--- config.mk ---
export PLATFORM = sky130hd
export DESIGN_NAME = shift_arbiter
export DESIGN_NICKNAME = d
export VERILOG_FILES = /design/src/rtl/shift_arbiter.sv
export SDC_FILE = /design/constraint.sdc
export NUM_CORES = 1
export LEC_CHECK = 0
export CORE_UTILIZATION = 43
export DETAILED_ROUTE_END_ITERATION = 16
export PLACE_DENSITY = 0.92
export SLEW_MARGIN = 5
export SYNTH_ARGS = -nofsm -noshare
export SYNTH_HDL_FRONTEND = slang
export SYNTH_SLANG_ARGS = --single-unit
--- constraint.sdc ---
create_clock -name clk -period 3.2 [get_ports clk]
set_input_delay 0.48 -clock clk [delete_from_list [all_inputs] [get_ports clk]]
set_output_delay 0.48 -clock clk [all_outputs]
set_load 0.005 [all_outputs]
--- src/rtl/shift_arbiter.sv ---
// Two-port round-robin front end for a single shared combinational shifter.
// Each request is latched, driven to the shifter for one cycle, and held as a response.
module shift_arbiter #(
  parameter int unsigned WIDTH = 32,
  parameter int unsigned SHW   = 5
) (
  input  logic             clk,
  input  logic             rst,
  input  logic             req0_valid,
  output logic             req0_ready,
  input  logic [WIDTH-1:0] req0_data,
  input  logic [SHW-1:0]   req0_shamt,
  input  logic [1:0]       req0_op,
  input  logic             req1_valid,
  output logic             req1_ready,
  input  logic [WIDTH-1:0] req1_data,
  input  logic [SHW-1:0]   req1_shamt,
  input  logic [1:0]       req1_op,
  output logic             rsp0_valid,
  input  logic             rsp0_ready,
  output logic [WIDTH-1:0] rsp0_data,
  output logic             rsp0_err,
  output logic             rsp1_valid,
  input  logic             rsp1_ready,
  output logic [WIDTH-1:0] rsp1_data,
  output logic             rsp1_err,
  output logic             sh_en,
  output logic [WIDTH-1:0] sh_indata,
  output logic [SHW-1:0]   sh_shift,
  output logic [1:0]       sh_op,
  input  logic [WIDTH-1:0] sh_outdata,
  output logic             busy,
  output logic [15:0]      op_count
);

  typedef enum logic [1:0] {StIdle, StIssue, StResp} state_e;

  state_e           state_q, state_d;
  logic             prio_q, prio_d;
  logic             port_q, port_d;
  logic [WIDTH-1:0] data_q, data_d;
  logic [SHW-1:0]   shamt_q, shamt_d;
  logic [1:0]       op_q, op_d;
  logic [WIDTH-1:0] result_q, result_d;
  logic             err_q, err_d;
  logic [15:0]      count_q, count_d;

  logic             grant0, grant1, win1, reserved;
  logic             rsp0_v, rsp1_v;
  logic             sh_en_c;
  logic [WIDTH-1:0] sh_indata_c;
  logic [SHW-1:0]   sh_shift_c;
  logic [1:0]       sh_op_c;

  assign reserved = (op_q == 2'b11);

  always_comb begin
    state_d     = state_q;
    prio_d      = prio_q;
    port_d      = port_q;
    data_d      = data_q;
    shamt_d     = shamt_q;
    op_d        = op_q;
    result_d    = result_q;
    err_d       = err_q;
    count_d     = count_q;
    grant0      = 1'b0;
    grant1      = 1'b0;
    win1        = 1'b0;
    rsp0_v      = 1'b0;
    rsp1_v      = 1'b0;
    sh_en_c     = 1'b0;
    sh_indata_c = '0;
    sh_shift_c  = '0;
    sh_op_c     = 2'b00;

    unique case (state_q)
      StIdle: begin
        if (req0_valid || req1_valid) begin
          // Priority bit only matters under contention.
          win1    = (req0_valid && req1_valid) ? prio_q : req1_valid;
          grant0  = ~win1;
          grant1  = win1;
          port_d  = win1;
          data_d  = win1 ? req1_data : req0_data;
          shamt_d = win1 ? req1_shamt : req0_shamt;
          op_d    = win1 ? req1_op : req0_op;
          state_d = StIssue;
        end
      end
      StIssue: begin
        sh_en_c     = 1'b1;
        sh_indata_c = data_q;
        sh_shift_c  = reserved ? '0 : shamt_q;
        sh_op_c     = reserved ? 2'b00 : op_q;
        result_d    = reserved ? data_q : sh_outdata;
        err_d       = reserved;
        state_d     = StResp;
      end
      StResp: begin
        rsp0_v = ~port_q;
        rsp1_v = port_q;
        if (port_q ? rsp1_ready : rsp0_ready) begin
          state_d = StIdle;
          count_d = count_q + 16'd1;
          prio_d  = ~port_q;
        end
      end
      default: state_d = StIdle;
    endcase
  end

  always_ff @(posedge clk) begin
    if (rst) begin
      state_q  <= StIdle;
      prio_q   <= 1'b0;
      port_q   <= 1'b0;
      data_q   <= '0;
      shamt_q  <= '0;
      op_q     <= 2'b00;
      result_q <= '0;
      err_q    <= 1'b0;
      count_q  <= 16'd0;
    end else begin
      state_q  <= state_d;
      prio_q   <= prio_d;
      port_q   <= port_d;
      data_q   <= data_d;
      shamt_q  <= shamt_d;
      op_q     <= op_d;
      result_q <= result_d;
      err_q    <= err_d;
      count_q  <= count_d;
    end
  end

  // Outputs are forced low while reset is held, even mid-transaction.
  assign req0_ready = grant0 & ~rst;
  assign req1_ready = grant1 & ~rst;
  assign rsp0_valid = rsp0_v & ~rst;
  assign rsp1_valid = rsp1_v & ~rst;
  assign rsp0_data  = rsp0_valid ? result_q : '0;
  assign rsp1_data  = rsp1_valid ? result_q : '0;
  assign rsp0_err   = rsp0_valid & err_q;
  assign rsp1_err   = rsp1_valid & err_q;
  assign sh_en      = sh_en_c & ~rst;
  assign sh_indata  = rst ? '0 : sh_indata_c;
  assign sh_shift   = rst ? '0 : sh_shift_c;
  assign sh_op      = rst ? 2'b00 : sh_op_c;
  assign busy       = (state_q != StIdle) & ~rst;
  assign op_count   = rst ? 16'd0 : count_q;

endmodule

==> flow_summary_export.csv <==
group,metric,value,unit
run_status,status,"complete, no violations",
setup_path,crit_type,"flip-flop to output port",
setup_path,cp-end-kind,"output port",
power,worst_ir_drop_vdd,0.259,mV
power,power_density,391,nW/um^2
synthesis,avgSynthCellArea,8.05,sq um
timing,skew,14.5,ps
global_routing,grt_use_met3,0.0458,
setup_path,slowest_stage,"clkdlybuf4s50_1",
setup_path,crit_arrival,2390,ps
setup_path,rr_endpoint,"count_q[11]",
drt,drc,0,
setup_path,startpoint,"state_q[1]",
layout,utilization,0.716,
floorplanning,initial_core_util,0.444,
setup_path,critical_path_cell_count,5,
setup_path,endpoint,"rsp1_data[15]",
cts,numCtsBuffers,9,
power,p_comb_frac,0.194,
global_routing,overflow,0,
timing,fmax,348,MHz
placement,port_buffers,242,
cts,cts_tree,"done",
timing,final-setup-viol-count,0,
timing,maxSlewViolCount,0,
timing,maxSlewHeadroom,0.468,
drt,drt_iter0_markers,495,
synthesis,synth-seq-cells,92,
placement,post-place-cells,909,
synthesis,synth.most_common_cell,"and2_1",
synthesis,yosys_warnings,0,
drt,ant_nets,0,
timing,finalHoldViolCount,0,
synthesis,synth_edf_count,0,
job,drv_cap,0,
global_routing,grt_use_total,0.296,
global_routing,grt_pass1_vias,5028,
synthesis,yosys-top-cells-count,"103 x and2_1, 92 x dfxtp_1, 89 x nor2_1",
setup_path,reg2reg_depth,4,
power,p_leak,2.78,nW
min_path,min_path_type,"flip-flop to flip-flop",
drt,routed-via-count,5228,
drt,drtPass1Iterations,7,
synthesis,synth-main-ff-cell,"dfxtp_1",
cts,cts_max_level,3,
cts,post_cts_buffers,0,
synthesis,synth_top_area_cell,"dfxtp_1",
global_routing,grtUsageMet2,0.530,
cts,clock_latency,350,ps
synthesis,synth_area_leaders,"dfxtp_1 40%, and2_1 14%, a222oi_1 7.4%",
global_routing,grt_util_met1,0.355,
setup_path,path_buf_inv,2,
drt,wire_per_inst,17.9,um
layout,layout-drive-gt1-share,0.0520,
power,power.share.clock,0.344,
cts,postCtsHoldBufs,0,
cts,cts_resized,0,
floorplanning,die_x,105,um
setup_path,slowest_delay,500,ps
timing,final.setup.tns,0,ps
synthesis,synth-seq-area-share,0.402,
global_routing,antenna_found_initial,0,
floorplanning,rows,37,
drt,drt-total-wl,16500,um
timing,tightest_slew,775,ps
floorplanning,core_area,10300,sq um
synthesis,ys_types,36,
setup_path,cpLargestDelayFamily,"buffers and inverters",
setup_path,worstPathCellList,"nand2b_1 > nor3b_2 > buf_4 > and2_1 > clkdlybuf4s50_1",
setup_path,cp_max_fo,34,
cts,clk_pin_slew,90,ps
layout,area_growth_syn_to_layout,61.4,%
layout,stdcell_count,925,
floorplanning,die_y,105,um
timing,fin_crit_sh,0.897,
synthesis,async_reset_ff_frac,0,
timing,hold_ws,504,ps
cts,root_buffer,"clkbuf_8",
power,p_int,2.13,mW
placement,gp_congestion,0.871,
power,switchingPower,0.762,mW
synthesis,synth_area,4580,sq um
setup_path,crit_required,2720,ps
synthesis,synth_top_area_share,0.402,
global_routing,top_usage_layer,"met2",
drt,via_per_inst,5.65,
synthesis,syn_nets,686,
setup_path,rrSetupSlack,970,ps
cts,clkSinkCount,92,
synthesis,syn_inst,569,
timing,rsz0062_at_grt,"false",
timing,period_minus_slack,2870,ps
cts,cts_buffer_depth,2,
layout,fillCellCount,785,
floorplanning,io_pins,243,
layout,diodes,0,
setup_path,start_kind,"flip-flop",
floorplanning,dieArea,11100,sq um
layout,layout.nets,901,
global_routing,grt_pass1_wl,26000,um
power,p_sw_frac,0.263,
setup_path,worstReg2RegStart,"port_q",
placement,place.detailed.hpwl,12300,um
power,p_seq_frac,0.462,
global_routing,grt_start_max_net_pins,65,
## placed cells by master (no fill, tap or decap), types with 7 or more instances in the layout
cell / Yosys / routed
nor2_1: 89 / 88
a222oi_1: 34 / 34
nand2_1: 44 / 44
and2_1: 103 / 103
xnor2_1: 7 / 7
nor2b_1: 17 / 16
clkbuf_8: 0 / 9
clkdlybuf4s50_1: 0 / 241
dfxtp_1: 92 / 92
nand3_1: 35 / 35
a311oi_1: 32 / 32
buf_4: 0 / 17
## registers in the layout, indices dropped and copies added (netlist names), 2 cells and up
register and cells:
op_q 2, data_q 32, state_q 2, shamt_q 5, result_q 32, count_q 16
## cell families (layout without fill, tap and decap cells)
group | Yosys count | in the layout | synth area share
xor gates and xnor gates | 7 | 7 | 0.0134
DFF | 92 | 92 | 0.402
buffers and inverters | 59 | 279 | 0.0483
and+or+nand+nor | 318 | 318 | 0.355
muxes | 4 | 4 | 0.00956
adders and majority gates | 1 | 1 | 0.00273
AOI/OAI and AO/OA | 88 | 88 | 0.169
## worst min-delay path by stage
stage                start     endpoint  cells past startpoint
2_1_floorplan  count_q[14]  count_q[14]                      2
3_3_place_gp   count_q[14]  count_q[14]                      2
3_5_place_dp   count_q[14]  count_q[14]                      2
4_1_cts        count_q[14]  count_q[14]                      2
5_1_grt        count_q[14]  count_q[14]                      2
6_report       count_q[14]  count_q[14]                      2
## final cells by class
type                       count  area [sq um]  share of cell area
sequential                    92          1840               0.249
clock inverter                 7           139              0.0188
multi-input combinational    418          2560               0.346
tap                          136           170              0.0230
clock buffer                   9           124              0.0167
inverter                       5          18.8             0.00254
timing repair buffer         258          2540               0.343
## power groups by stage
| stage | clock [mW] | sequential, mW | combinational [mW] |
|---|---|---|---|
| 4_1_cts | 1.01 | 1.33 | 0.561 |
| 6_report | 0.996 | 1.34 | 0.561 |
| 3_5_place_dp | 0 | 1.36 | 0.559 |
| 2_1_floorplan | 0 | 1.31 | 0.293 |
| 3_3_place_gp | 0 | 1.35 | 0.540 |
| 5_1_grt | 1.06 | 1.35 | 0.610 |
## per-stage QoR
stage	setup slack (ps)	power, mW	instance area (sq um)
2_1_floorplan	1050	1.60	4580
3_3_place_gp	550	1.89	7130
3_5_place_dp	543	1.92	7130
4_1_cts	341	2.90	7400
5_1_grt	158	3.01	7400
6_report	329	2.89	7400
## routing by layer
metal  wire length, um  vias to the layer above
met5                 0                        -
met2              8490                      267
met4               380                        0
li1                  -                     2443
met3              1320                       32
met1              6350                     2486
## worst min-delay path, delay by kind of cell (launching register included)
family,cells,cell delay [ps]
flip-flops,1,330
AO/OA/AOI/OAI,2,130
No activity file was read; power rests on OpenSTA's default activity.
